$ cat config.mk
export PLATFORM = sky130hd
export DESIGN_NAME = pf_dispatch
export DESIGN_NICKNAME = d
export VERILOG_FILES = /design/src/rtl/pf_dispatch_pkg.sv /design/src/rtl/rr_pick.sv /design/src/rtl/pf_dispatch.sv
export SDC_FILE = /design/constraint.sdc
export NUM_CORES = 1
export LEC_CHECK = 0
export ABC_AREA = 1
export BUFFER_PORTS_ARGS = -buffer_cell sky130_fd_sc_hd__buf_2
export CAP_MARGIN = 25
export CORE_AREA = 8 8 217 219
export DETAILED_ROUTE_END_ITERATION = 7
export DIE_AREA = 0 0 225 227
export PLACE_DENSITY = 0.39
export SYNTH_ARGS = -nofsm -noshare
export SYNTH_HDL_FRONTEND = slang
export SYNTH_HIERARCHICAL = 1
export SYNTH_SLANG_ARGS = --single-unit
$ cat constraint.sdc
create_clock -name axi_aclk -period 1.8 [get_ports axi_aclk]
set_clock_uncertainty 0.05 [all_clocks]
set_input_delay 0.09 -clock axi_aclk [delete_from_list [all_inputs] [get_ports axi_aclk]]
set_output_delay 0.09 -clock axi_aclk [all_outputs]
set_load 0.01 [all_outputs]
$ cat src/rtl/pf_dispatch_pkg.sv
// Shared types for the packet-filter dispatcher: FSM state encodings and
// the grant-index width helper.
package pf_dispatch_pkg;

  typedef enum logic [1:0] {
    S_IDLE,
    S_FILL,
    S_DROP
  } snoop_state_t;

  typedef enum logic {
    F_IDLE,
    F_BUSY
  } fwd_state_t;

  // Width of a VM grant index / round-robin pointer, i.e. $clog2(NUM_VMS).
  function automatic int gnt_width(input int n);
    return (n > 1) ? $clog2(n) : 1;
  endfunction

endpackage

$ cat src/rtl/rr_pick.sv
// Round-robin picker: first set request at or after ptr, wrapping at N.
module rr_pick
  import pf_dispatch_pkg::*;
#(
  parameter int N = 4,
  parameter int W = gnt_width(N)
) (
  input  logic [N-1:0] req,
  input  logic [W-1:0] ptr,
  output logic [N-1:0] onehot,
  output logic [W-1:0] idx,
  output logic         valid
);

  // Scan offsets from farthest to nearest so the nearest hit is written last.
  always_comb begin
    // NOTE: every always_comb output gets a default first so no path infers a latch.
    int c;
    c      = 0;
    idx    = '0;
    valid  = 1'b0;
    for (int i = N - 1; i >= 0; i--) begin
      c = int'(ptr) + i;
      if (c >= N) c = c - N;
      if (req[c]) begin
        idx   = W'(c);
        valid = 1'b1;
      end
    end
    onehot = valid ? (N'(1) << idx) : '0;
  end

endmodule

$ cat src/rtl/pf_dispatch.sv
// Dispatches snooped packets into per-VM filter memories and presents one
// filtered packet at a time to the forwarder, round-robin on both sides.
module pf_dispatch
  import pf_dispatch_pkg::*;
#(
  parameter int NUM_VMS              = 4,
  parameter int SNOOP_FWD_ADDR_WIDTH = 9,
  parameter int PACKET_DATA_WIDTH    = 64,
  parameter int DROP_CNT_WIDTH       = 16,
  parameter bit DROP_WHEN_BUSY       = 1'b1
) (
  input  logic                                      axi_aclk,
  input  logic                                      axi_aresetn,
  // snooper side
  input  logic [SNOOP_FWD_ADDR_WIDTH-1:0]           snooper_wr_addr,
  input  logic [PACKET_DATA_WIDTH-1:0]              snooper_wr_data,
  input  logic                                      snooper_wr_en,
  input  logic                                      snooper_done,
  output logic                                      ready_for_snooper,
  // VM write side
  output logic [SNOOP_FWD_ADDR_WIDTH-1:0]           vm_wr_addr,
  output logic [PACKET_DATA_WIDTH-1:0]              vm_wr_data,
  output logic [NUM_VMS-1:0]                        vm_wr_en,
  output logic [NUM_VMS-1:0]                        vm_snoop_done,
  input  logic [NUM_VMS-1:0]                        vm_ready_for_snooper,
  // forwarder side
  input  logic [SNOOP_FWD_ADDR_WIDTH-1:0]           forwarder_rd_addr,
  input  logic                                      forwarder_rd_en,
  input  logic                                      forwarder_done,
  output logic [PACKET_DATA_WIDTH-1:0]              forwarder_rd_data,
  output logic                                      ready_for_forwarder,
  output logic [SNOOP_FWD_ADDR_WIDTH-1:0]           len_to_forwarder,
  // VM read side
  output logic [SNOOP_FWD_ADDR_WIDTH-1:0]           vm_rd_addr,
  output logic [NUM_VMS-1:0]                        vm_rd_en,
  output logic [NUM_VMS-1:0]                        vm_fwd_done,
  input  logic [NUM_VMS*PACKET_DATA_WIDTH-1:0]      vm_rd_data,
  input  logic [NUM_VMS-1:0]                        vm_ready_for_forwarder,
  input  logic [NUM_VMS*SNOOP_FWD_ADDR_WIDTH-1:0]   vm_len_to_forwarder,
  // statistics
  output logic [DROP_CNT_WIDTH-1:0]                 drop_count,
  input  logic                                      drop_count_clr
);

  localparam int GW = gnt_width(NUM_VMS);
  localparam int AW = SNOOP_FWD_ADDR_WIDTH;
  localparam int DW = PACKET_DATA_WIDTH;

  snoop_state_t         s_state, s_next;
  fwd_state_t           f_state, f_next;
  logic [GW-1:0]        sgnt, sgnt_next, sptr, sptr_next;
  logic [GW-1:0]        fgnt, fgnt_next, fptr, fptr_next;
  logic [NUM_VMS-1:0]   fgnt_oh, fgnt_oh_next;
  logic [NUM_VMS-1:0]   s_oh, f_oh;
  logic [GW-1:0]        s_idx, f_idx;
  logic                 s_valid, f_valid;
  logic                 drop_inc;

  // Pointer advance wraps at NUM_VMS, which need not be a power of two.
  function automatic logic [GW-1:0] next_ptr(input logic [GW-1:0] g);
    return (int'(g) == NUM_VMS - 1) ? '0 : g + 1'b1;
  endfunction

  rr_pick #(.N(NUM_VMS), .W(GW)) u_snoop_pick (
    .req    (vm_ready_for_snooper),
    .ptr    (sptr),
    .onehot (s_oh),
    .idx    (s_idx),
    .valid  (s_valid)
  );

  rr_pick #(.N(NUM_VMS), .W(GW)) u_fwd_pick (
    .req    (vm_ready_for_forwarder),
    .ptr    (fptr),
    .onehot (f_oh),
    .idx    (f_idx),
    .valid  (f_valid)
  );

  // Write and read address/data buses are shared by all VMs.
  assign vm_wr_addr = snooper_wr_addr;
  assign vm_wr_data = snooper_wr_data;
  assign vm_rd_addr = forwarder_rd_addr;

  // Snoop FSM: route beats to the granted VM, or swallow the packet.
  always_comb begin
    s_next            = s_state;
    sgnt_next         = sgnt;
    sptr_next         = sptr;
    vm_wr_en          = '0;
    vm_snoop_done     = '0;
    drop_inc          = 1'b0;
    ready_for_snooper = 1'b0;
    unique case (s_state)
      S_IDLE: begin
        ready_for_snooper = DROP_WHEN_BUSY ? 1'b1 : |vm_ready_for_snooper;
        if (snooper_wr_en) begin
          if (s_valid) begin
            vm_wr_en  = s_oh;
            sgnt_next = s_idx;
            if (snooper_done) begin
              vm_snoop_done = s_oh;
              sptr_next     = next_ptr(s_idx);
            end else begin
              s_next = S_FILL;
            end
          end else if (snooper_done) begin
            drop_inc = 1'b1;
          end else begin
            s_next = S_DROP;
          end
        end
      end
      S_FILL: begin
        if (snooper_wr_en) vm_wr_en = NUM_VMS'(1) << sgnt;
        if (snooper_done) begin
          vm_snoop_done = NUM_VMS'(1) << sgnt;
          sptr_next     = next_ptr(sgnt);
          s_next        = S_IDLE;
        end
      end
      S_DROP: begin
        if (snooper_done) begin
          drop_inc = 1'b1;
          s_next   = S_IDLE;
        end
      end
      default: s_next = S_IDLE;
    endcase
  end

  // Forward FSM: grant one ready VM and mux its packet to the forwarder.
  always_comb begin
    f_next              = f_state;
    fgnt_next           = fgnt;
    fgnt_oh_next        = fgnt_oh;
    fptr_next           = fptr;
    ready_for_forwarder = 1'b0;
    len_to_forwarder    = '0;
    forwarder_rd_data   = '0;
    vm_rd_en            = '0;
    vm_fwd_done         = '0;
    unique case (f_state)
      F_IDLE: begin
        if (f_valid) begin
          fgnt_next    = f_idx;
          fgnt_oh_next = f_oh;
          f_next       = F_BUSY;
        end
      end
      F_BUSY: begin
        ready_for_forwarder = 1'b1;
        len_to_forwarder    = vm_len_to_forwarder[int'(fgnt)*AW +: AW];
        forwarder_rd_data   = vm_rd_data[int'(fgnt)*DW +: DW];
        if (forwarder_rd_en) vm_rd_en = fgnt_oh;
        if (forwarder_done) begin
          vm_fwd_done = fgnt_oh;
          fptr_next   = next_ptr(fgnt);
          f_next      = F_IDLE;
        end
      end
      default: f_next = F_IDLE;
    endcase
  end

  // State, grant and pointer registers for both FSMs.
  always_ff @(posedge axi_aclk or negedge axi_aresetn) begin
    if (!axi_aresetn) begin
      s_state <= S_IDLE;
      f_state <= F_IDLE;
      sgnt    <= '0;
      sptr    <= '0;
      fgnt    <= '0;
      fgnt_oh <= '0;
      fptr    <= '0;
    end else begin
      // NOTE: sequential state uses non-blocking assignments so every register samples pre-edge values.
      s_state <= s_next;
      f_state <= f_next;
      sgnt    <= sgnt_next;
      sptr    <= sptr_next;
      fgnt    <= fgnt_next;
      fgnt_oh <= fgnt_oh_next;
      fptr    <= fptr_next;
    end
  end

  // Saturating drop counter; a clear coinciding with a drop leaves 1.
  always_ff @(posedge axi_aclk or negedge axi_aresetn) begin
    if (!axi_aresetn) begin
      drop_count <= '0;
    end else if (drop_count_clr) begin
      drop_count <= drop_inc ? DROP_CNT_WIDTH'(1) : '0;
    end else if (drop_inc && (drop_count != '1)) begin
      drop_count <= drop_count + 1'b1;
    end
  end

endmodule

==> impl_metrics.tcl, run 1 <==
set metrics [dict create \
    hold_path_startpoint "drop_count_clr" \
    placedInstanceArea_um2 8139 \
    holdCritPathClass "in -> reg" \
    inserted_clock_buffers 5 \
    synthCells 1033 \
    synth-async-reset-ratio_pct 100.0 \
    layout.core_utilization_pct 26.27 \
    critical_path_arrival_ns 1.90 \
    grt_antenna_before_repair 4 \
    placementRows 77 \
    detailroute.via_count 8549 \
    number_of_drc_markers_in_iteration_0 281 \
    ios 578 \
    p_leak_nw 5.276 \
    worstSetupPathType "reg -> out" \
    worst_r2r_path_depth 11 \
    final_cell_area_um2 11460 \
    critPathRequiredTime_ns 1.66 \
    routed_wire_length_per_instance_um 19.00 \
    violations "negative setup slack" \
    synth_area_leader_cell "nor2_1" \
    power-per-cell-area_nw_per_um2 1769 \
    finalCritPeriodShare_pct 113.1 \
    critical_path.reg2reg.endpoint "sptr[1]" \
    die-width_um 225 \
    post-route-worst-setup-slack_ns -0.2365 \
    rsz0062_at_grt "true" \
    whs_ns 0.1012 \
    final-max-slew-violation-count 0 \
    core_um2 43640 \
    grt_pass1_vias 8469 \
    synth_edf_count 0 \
    timing.critical_path.to "vm_wr_en[2]" \
    synth_cell_type_count 34 \
    root_buffer "clkbuf_16" \
    min_period_ns 2.037 \
    detail_route.wirelength_um 38990 \
    synth_flop_type "dfrtp_1" \
    worst_ir_drop_vdd_mv 0.6583 \
    nNetsFinal 1856 \
    worst-slew-pin-transition_ns 0.4909 \
    detail_route.vias_per_cell 4.166 \
    run_status "finished, violations left" \
    clockBufferDepth 2 \
    commonest_cells_after_routing_fill_and_taps_aside "buf_2 (411), nor2_1 (144), nor2_4 (108)" \
    max_cap_violations 0 \
    grt_start_max_net_pins 43 \
    regToRegSetupSlack_ns -0.18 \
    drt_first_pass_iters 5 \
    syn_to_final_growth_pct 107.8 \
    synth.area.top_cells "nor2_1 (23%), dfrtp_1 (14%), o21ai_0 (14%)" \
    drt_drc_violations_left 0 \
    post_synth.cell_area_avg_um2 5.340 \
    layout_commonest_cell "buf_2" \
    clock.fmax_ghz 0.4910 \
    dp.cells 1966 \
    port_buffers 413 \
    clock_sink_count 31 \
    wire_length_of_the_first_global_routing_pass_um 52450 \
    synth.ff_latch_count 31 \
    final_count_of_hold_timing_violations 0 \
    timing.setup.tns_ns -8.993 \
    global_route_total_usage_across_every_layer_pct 13.44 \
    cts_htree_levels 2 \
    worst_setup_path_startpoint "sptr[0]" \
    netlist_area_um2 5517 \
    detail-route-antenna-nets 0 \
    drive_gt1_share_pct 64.40 \
    dieArea_um2 51080 \
    post_synthesis_net_count 1432 \
    gp_congestion 0.8904 \
    tritoncts_clock_tree "done" \
    grt-ovfl-total 0 \
    initial_cell_density_of_the_core_pct 12.64 \
    yosysSeqAreaShare_pct 14.06 \
    finalSetupViolations 81 \
    max-slew-margin-rel_pct 67.27 \
    netlist.area_leader.share_pct 22.86 \
    die_height_um 227 \
    post-dp-hpwl_um 27900 \
    insertion_delay_of_the_later_clocked_pin_in_the_worst_skew_pair_ns 0.28 \
    cts.reportedPaths.clkPinSlew_ns 0.05 \
    stdcell_count 2052 \
    r2r-start "sptr[0]" \
    synthesis.yosys.warnings 6 \
    critical_path.endpoint_type "output port" \
    timing.critical_path.from_type "register" \
    worstPathMaxFanout 5 \
]
==> worst min path at each step <==
stage	to	slack [ns]	depth (start not counted)
floorplan	drop_count[0]	-0.26	0
global placement	s_state[0]	0.04	1
detailed placement	drop_count[0]	0.04	1
CTS	drop_count[8]	0.09	4
global route	vm_wr_data[22]	0.13	0
finish	drop_count[8]	0.10	4
==> registers in the layout, summed over array words and instances, names as in the netlist <==
| signal | flops |
|---|---|
| sgnt | 2 |
| sptr | 2 |
| fgnt | 2 |
| fgnt_oh | 4 |
| fptr | 2 |
| drop_count | 16 |
| f_state | 1 |
| s_state | 2 |
==> synthesized netlist by cell type (6+ instances only) <==
cell type  number
nor2_1        336
o21ai_0       151
nand2_1       128
a21oi_1        89
buf_4          82
inv_1          48
nand3_1        35
clkbuf_1       31
dfrtp_1        31
buf_2          16
nand2_2        15
buf_1          12
ha_1           10
nand4_1         9
o21ai_1         6
==> critical path, cell delays in order (launching register included) <==
cell and delay [ns]:
dfrtp_2 0.46, buf_6 0.15, nand2_2 0.06, nand3_2 0.09
nand2_1 0.10, nand3_2 0.10, nand3_2 0.11, nand2_2 0.08
nor2_1 0.09, nand3_1 0.11, o22ai_1 0.12, buf_2 0.15
==> cell type report <==
type,count,area [µm²]
multi-input cells,805,5310
repair buffers,560,4249
well taps,592,740.7
diodes,2,5.005
fillers,4877,32180
repair inverters,1,6.256
flip-flops and latches,31,785.8
clock inverters,1,5.005
clock buffers,7,132.6
inverters,53,230.2
==> power by group <==
| group | internal, mW | switching (mW) | total (mW) | leakage (nW) |
|---|---|---|---|---|
| Clock | 0.511 | 0.310 | 0.821 | 0.0679 |
| Combinational | 8.43 | 9.92 | 18.4 | 4.81 |
| Sequential | 0.906 | 0.202 | 1.11 | 0.402 |
| Total | 9.85 | 10.4 | 20.3 | 5.28 |
==> repair_timing <==
| item | CTS | global route |
|---|---|---|
| setup buffers | 27 | 21 |
| gates resized for setup | 247 | 457 |
| hold buffers | 2 | 0 |
| cloned | 25 | 8 |
| setup endpoints to repair | 99 | 110 |
| endpoints found under the hold margin | 19 | 0 |
| pin swaps | 69 | 223 |
==> cells by family after synthesis <==
logic type,share of synthesized area (%)
buf+inv,19.89
flops,14.06
fa+ha+maj,2.268
compound gates,23.97
simple gates,38.97
xor+xnor,0.6350
mux,0.2041
==> through the flow <==
stage	total power [mW]	setup WS, ns
finish	20.28	-0.2365
global route	21.77	-0.3720
CTS	17.21	-0.2291
detailed placement	11.96	-0.1355
global placement	11.98	-0.1289
floorplan	7.450	0.0007935
==> per-layer routing <==
| metal | GRT usage (%) | vias to the layer above | share of wire, % | wire [µm] |
|---|---|---|---|---|
| met5 | 0.2844 | - | 0.095 | 37 |
| met4 | 3.271 | 4 | 3.0 | 1180 |
| met3 | 4.792 | 63 | 8.9 | 3454 |
| met2 | 24.69 | 444 | 51 | 19920 |
| met1 | 14.55 | 3915 | 37 | 14400 |
| li1 | - | 4123 | - | - |
Power figures use the tool's default switching activity.
==> run 2, diff against run 1 <==
Settings changed: SETUP_SLACK_MARGIN set to 0.05.
==> run 2 against run 1 <==
  * The run still ends with negative setup slack left
  * Combinational power is 7% lower
  * Worst setup slack worse by 0.034 ns
  * Utilization is 1.1 points lower
  * Routed wire length is 2.2% higher
  * Largest cell class unchanged
  * Fmax is 1.6% lower
==> impl_metrics.tcl, run 2 (same netlist as run 1, synthesis figures left out) <==
set metrics [dict create \
    run_status "finished, violations left" \
    violations "negative setup slack" \
    r2r-start "sptr[0]" \
    power-per-cell-area_nw_per_um2 1750 \
    detail_route.wirelength_um 39850 \
    critical_path.endpoint_type "output port" \
    max_cap_violations 0 \
    top_regs "drop_count x16, fgnt_oh x4" \
    drive_gt1_share_pct 57.95 \
    final_cell_area_um2 10980 \
    gp_congestion 0.9270 \
    ios 578 \
    detail_route.vias_per_cell 4.220 \
    die-width_um 225 \
    worst-slew-pin-transition_ns 0.4515 \
    clockBufferDepth 2 \
    die_height_um 227 \
    final_count_of_hold_timing_violations 0 \
    initial_cell_density_of_the_core_pct 12.64 \
    pre_cts_ws_ns -0.08860 \
    detailroute.via_count 8591 \
    layout.core_utilization_pct 25.15 \
    dieArea_um2 51080 \
    holdCritPathClass "in -> reg" \
    timing.setup.tns_ns -11.82 \
    grt_start_max_net_pins 48 \
    root_buffer "clkbuf_16" \
    critical_path_arrival_ns 1.93 \
    layout_commonest_cell "buf_2" \
    critical_path.most_common_cell "nand2_2" \
    grt_pass1_vias 8490 \
    drt_drc_violations_left 0 \
    top_register "drop_count" \
    finalSetupViolations 100 \
    tritoncts_clock_tree "done" \
    post-dp-hpwl_um 28640 \
    global_route_total_usage_across_every_layer_pct 13.54 \
    final-max-slew-violation-count 0 \
    p_leak_nw 5.129 \
    inserted_clock_buffers 5 \
    cts.reportedPaths.clkPinSlew_ns 0.06 \
    slowest_delay_ns 0.45 \
    worstSetupPathType "reg -> out" \
    placedInstanceArea_um2 8090 \
    worst_r2r_path_depth 11 \
    routed_wire_length_per_instance_um 19.57 \
    path_cells "buf_12 -> o21ai_4 -> nand2_2 -> nand3_2 -> nand2_2 -> nand2_2 -> nand3_1 -> nor2_1 -> nand3_1 -> o22ai_1 -> buf_2" \
    min_period_ns 2.070 \
    grt_antenna_before_repair 4 \
    grt-ovfl-total 0 \
    critPathRequiredTime_ns 1.66 \
    core_um2 43640 \
    max-slew-margin-rel_pct 69.79 \
    totalPowerFinal_mw 19.21 \
    worstPathMaxFanout 6 \
    worst_setup_path_startpoint "sptr[0]" \
    insertion_delay_of_the_later_clocked_pin_in_the_worst_skew_pair_ns 0.28 \
    crit_path_top_delay_cell "dfrtp_2" \
    whs_ns 0.1113 \
    nNetsFinal 1839 \
    commonest_cells_after_routing_fill_and_taps_aside "buf_2 (412), nor2_1 (172), o21ai_1 (112)" \
    rsz0062_at_grt "true" \
    clock_sink_count 31 \
    stdcell_count 2036 \
    nFillCells 4964 \
    post-route-worst-setup-slack_ns -0.2703 \
    detail-route-antenna-nets 0 \
    clock.fmax_ghz 0.4830 \
    dp.cells 1956 \
    critical_path.reg2reg.endpoint "sptr[1]" \
    cts_htree_levels 2 \
    largest_register_ffs 16 \
    finalCritPeriodShare_pct 115.0 \
    regToRegSetupSlack_ns -0.19 \
    wire_length_of_the_first_global_routing_pass_um 53020 \
    syn_to_final_growth_pct 98.96 \
    drt_first_pass_iters 4 \
    timing.critical_path.from_type "register" \
    worst_ir_drop_vdd_mv 0.6411 \
    port_buffers 413 \
    number_of_drc_markers_in_iteration_0 332 \
    timing.critical_path.to "vm_snoop_done[0]" \
    placementRows 77 \
]
run 2: cell types whose count changed in the layout (fill, tap and decap cells not counted), sizes merged:
| cell | change |
|---|---|
| buf | -21 |
| clkbuf | +3 |
| inv | -1 |
| clkinv | +1 |
| clkinvlp | +1 |
| diode | +1 |
run 2: final cells by class:
cell class | instances | area (µm²) | share of cell area [%]
Antenna cell | 3 | 7.507 | 0.06840
Clock inverter | 1 | 7.507 | 0.06840
Tap cell | 592 | 740.7 | 6.749
Multi-Input combinational cell | 805 | 4956 | 45.16
Sequential cell | 31 | 785.8 | 7.159
Timing Repair Buffer | 542 | 4060 | 36.99
Timing Repair inverter | 2 | 27.53 | 0.2508
Clock buffer | 7 | 152.6 | 1.391
Inverter | 53 | 237.7 | 2.166
run 2: worst min path at each step:
stage	start	to	slack, ns	depth (start not counted)
2_1_floorplan	axi_aresetn	drop_count[0]	-0.26	0
5_1_grt	drop_count_clr	drop_count[8]	0.13	4
3_3_place_gp	axi_aresetn	drop_count[12]	-0.02	1
3_5_place_dp	axi_aresetn	drop_count[12]	-0.02	1
4_1_cts	drop_count_clr	drop_count[8]	0.10	4
6_report	drop_count_clr	drop_count[8]	0.11	4
run 2: critical path: cells and delay by family, from the launching register on:
family	cells	cell delay [ns]
AND/OR/NAND/NOR	7	0.62
buffers and inverters	2	0.31
AO/OA/AOI/OAI	2	0.27
flip-flops	1	0.45
run 2: metal layers:
layer / vias to the layer above / routed length, µm / track usage (%)
li1: 4083 / - / -
met1: 3939 / 14920 / 14.87
met2: 503 / 19660 / 23.94
met3: 66 / 3720 / 4.431
met4: 0 / 1548 / 5.423
met5: - / 0 / 0.2844
run 2: power by group:
group          total (mW)  switching (mW)  internal [mW]
Clock               0.899           0.311          0.588
Combinational        17.2            9.45           7.75
Sequential           1.11           0.205          0.906
Total                19.2            9.97           9.24
run 2: what timing repair did:
action,CTS,global route
pin swaps,73,151
buffers inserted,26,17
cloned,20,11
gates resized for setup,259,339
endpoints found under the hold margin,14,0
hold buffers,2,0
setup endpoints to repair,99,103
==> run 3, diff against run 2 <==
Settings changed: CORE_AREA 8 8 217 219 to 8 8 216 218, DIE_AREA 0 0 225 227 to 0 0 224 226, SYNTH_HIERARCHICAL 1 to unset.
==> run 3 against run 2 <==
  * The run still ends with negative setup slack left
  * Cell area increased by 7.4%
  * Die area decreased by 0.88%
  * Area after synthesis shrank 1.4%
  * Worst hold slack better by 0.019 ns
  * Final cell count up 0.93%
  * Non-clock buffer count increased by 38
  * Synthesized cell count decreased by 1.6%
  * Critical endpoint unchanged
  * Largest power group unchanged
  * Highest routed layer is now met5
==> impl_metrics.tcl, run 3 <==
set metrics [dict create \
    run_status "finished, violations left" \
    violations "negative setup slack" \
    r2r-start "sptr[0]" \
    post-route-worst-setup-slack_ns -0.3843 \
    p_leak_nw 5.364 \
    top_register "drop_count" \
    drt_first_pass_iters 4 \
    pwr-share-comb_pct 89.5 \
    global_route_total_usage_across_every_layer_pct 15.46 \
    max-slew-margin-rel_pct 71.80 \
    clock_sink_count 31 \
    synth-async-reset-ratio_pct 100.0 \
    largest_register_ffs 16 \
    layout_commonest_cell "buf_2" \
    synth_edf_count 0 \
    total_switching_power_mw 10.04 \
    routed_wire_length_per_instance_um 20.68 \
    final-max-slew-violation-count 0 \
    commonest_cells_after_routing_fill_and_taps_aside "buf_2 (409), nor2_1 (173), nand2_1 (101)" \
    finalCritPeriodShare_pct 121.4 \
    crit_path_top_delay_cell "dfrtp_2" \
    nNetsFinal 1863 \
    path_cells "buf_12 -> clkinv_8 -> nand2_4 -> nand2_4 -> inv_1 -> o211ai_1 -> nand2_1 -> nand2_4 -> buf_6 -> ha_4 -> nand2_4 -> a21oi_2 -> buf_2" \
    gp_congestion 0.8264 \
    holdCritPathClass "in -> out" \
    synth_area_leader_cell "nor2_1" \
    slowest_delay_ns 0.42 \
    inserted_clock_buffers 5 \
    synth.ff_latch_count 31 \
    post_synthesis_net_count 1418 \
    worst_ir_drop_vdd_mv 0.9188 \
    top_regs "drop_count x16, fgnt_oh x4" \
    wire_length_of_the_first_global_routing_pass_um 58650 \
    number_of_drc_markers_in_iteration_0 357 \
    clockBufferDepth 2 \
    intPower_mw 9.908 \
    die_height_um 226 \
    initial_cell_density_of_the_core_pct 12.52 \
    drt_drc_violations_left 0 \
    final_count_of_hold_timing_violations 0 \
    synth_most_common_cell "nor2_1" \
    netlist_area_um2 5440 \
    hold_path_startpoint "snooper_wr_addr[4]" \
    cts_htree_levels 2 \
    power-per-cell-area_nw_per_um2 1692 \
    core_um2 43450 \
    syn_to_final_growth_pct 116.7 \
    worstSetupPathType "reg -> out" \
    cts.reportedPaths.clkPinSlew_ns 0.06 \
    rsz0062_at_grt "true" \
    yosysSeqAreaShare_pct 14.26 \
    clockPowerShare_pct 4.9 \
    die-width_um 224 \
    worst_r2r_path_depth 12 \
    max_cap_violations 0 \
    critical_path.most_common_cell "nand2_4" \
    critical_path_arrival_ns 2.04 \
    timing.critical_path.from_type "register" \
    ios 578 \
    detail_route.vias_per_cell 4.142 \
    synth_flop_type "dfrtp_1" \
    worstPathMaxFanout 6 \
    worst-slew-pin-transition_ns 0.4197 \
    post-dp-hpwl_um 30040 \
    finalSetupViolations 98 \
    power.sequential.fraction_pct 5.6 \
    switching_fraction_of_total_power_pct 50.34 \
    critical_path.endpoint_type "output port" \
    port_buffers 413 \
    dieArea_um2 50620 \
    min_period_ns 2.184 \
    clock.fmax_ghz 0.4578 \
    grt_pass1_vias 8744 \
    netlist_top_cells_count "nor2_1 (329), o21ai_0 (159), nand2_1 (119)" \
    detailroute.via_count 8512 \
    drive_gt1_share_pct 63.45 \
    timing.setup.tns_ns -12.30 \
    critPathRequiredTime_ns 1.66 \
    synthCells 1016 \
    root_buffer "clkbuf_16" \
    synth_cell_type_count 34 \
    synth.area.top_cells "nor2_1 (23%), o21ai_0 (15%), dfrtp_1 (14%)" \
    synthesis.yosys.warnings 0 \
    grt_start_max_net_pins 36 \
    worst_setup_path_startpoint "sptr[0]" \
    grt_antenna_before_repair 7 \
    detail_route.wirelength_um 42510 \
    insertion_delay_of_the_later_clocked_pin_in_the_worst_skew_pair_ns 0.28 \
    tritoncts_clock_tree "done" \
    netlist.area_leader.share_pct 22.70 \
    detail-route-antenna-nets 0 \
    grt-ovfl-total 0 \
    placementRows 77 \
    pre_cts_ws_ns -0.2596 \
    worst_hold_path.num_cells 0 \
    post_synth.cell_area_avg_um2 5.355 \
]
==> run 3: cell count changes after synthesis, sizes merged, moves of 9 or more <==
cell,change
nand2,-18
clkbuf,+21
nor3,+10
buf,-21
o21ai,+9
a21oi,-10
nor2,-10
==> run 3: area by class of cell <==
type                    count  area [µm²]
inverters                  54       235.2
repair buffers            580        4548
well taps                 592       740.7
clock inverters             1       30.03
clock buffers               6       128.9
fillers                  4857       31660
diodes                      2       5.005
flip-flops and latches     31       787.0
multi-input cells         789        5316
==> run 3: critical path: cells and delay by family (launching register included) <==
family	cells	cell delay, ns
AOI/OAI and AO/OA	2	0.30
adders and majority gates	1	0.12
buffers and inverters	5	0.49
DFF	1	0.42
and+or+nand+nor	5	0.42
==> run 3: per-stage QoR <==
stage          util [%]  area (µm²)  std cells  hold WS [ns]  power [mW]
6_report          27.14       11790       2055        0.1300       19.95
5_1_grt           27.13       11790       2054        0.1300       21.36
4_1_cts           25.21       10950       2057        0.1301       18.66
3_5_place_dp      18.82        8177       1960      -0.02432       11.21
3_3_place_gp      18.82        8177       1960      -0.02561       11.24
2_1_floorplan         -        5458       1016       -0.2556       6.663
==> run 3: final timing paths <==
path,end,slack [ns]
min,vm_wr_addr[4],0.13
min reg2reg,fgnt_oh[0],0.43
max,vm_snoop_done[0],-0.38
max reg2reg,drop_count[1],-0.11
max in group asynchronous,fptr[0],0.87
min in group asynchronous,drop_count[6],0.21
==> run 3: what timing repair did <==
item | 4_1_cts | 5_1_grt
resized for setup | 442 | 290
pin swaps | 181 | 157
gates cloned | 36 | 2
endpoints found under the hold margin | 15 | 0
setup endpoints to repair | 99 | 107
hold buffers | 2 | 0
setup buffers | 59 | 12
==> run 3: power by group through the flow <==
stage	registers (mW)	clock network, mW	logic (mW)
6_report	1.12	0.973	17.9
5_1_grt	1.16	1.03	19.2
4_1_cts	1.13	1.01	16.5
3_5_place_dp	1.15	0	10.1
3_3_place_gp	1.14	0	10.1
2_1_floorplan	0.978	0	5.68
==> run 3: logic make-up after synthesis <==
group	share of synthesized area, %
XOR/XNOR	1.288
adder cells (fa/ha/maj)	2.990
buffers and inverters	19.80
AND/OR/NAND/NOR	37.24
flip-flops	14.26
AO/OA/AOI/OAI	24.43
==> run 3: metal layers <==
metal  up-vias  track usage [%]  routed length (µm)
met5         -                0                  39
met4         6            5.161                1527
met3        70            5.025                3307
met2       387            28.79               22530
met1      3929            16.20               15100
li1       4120                -                   -
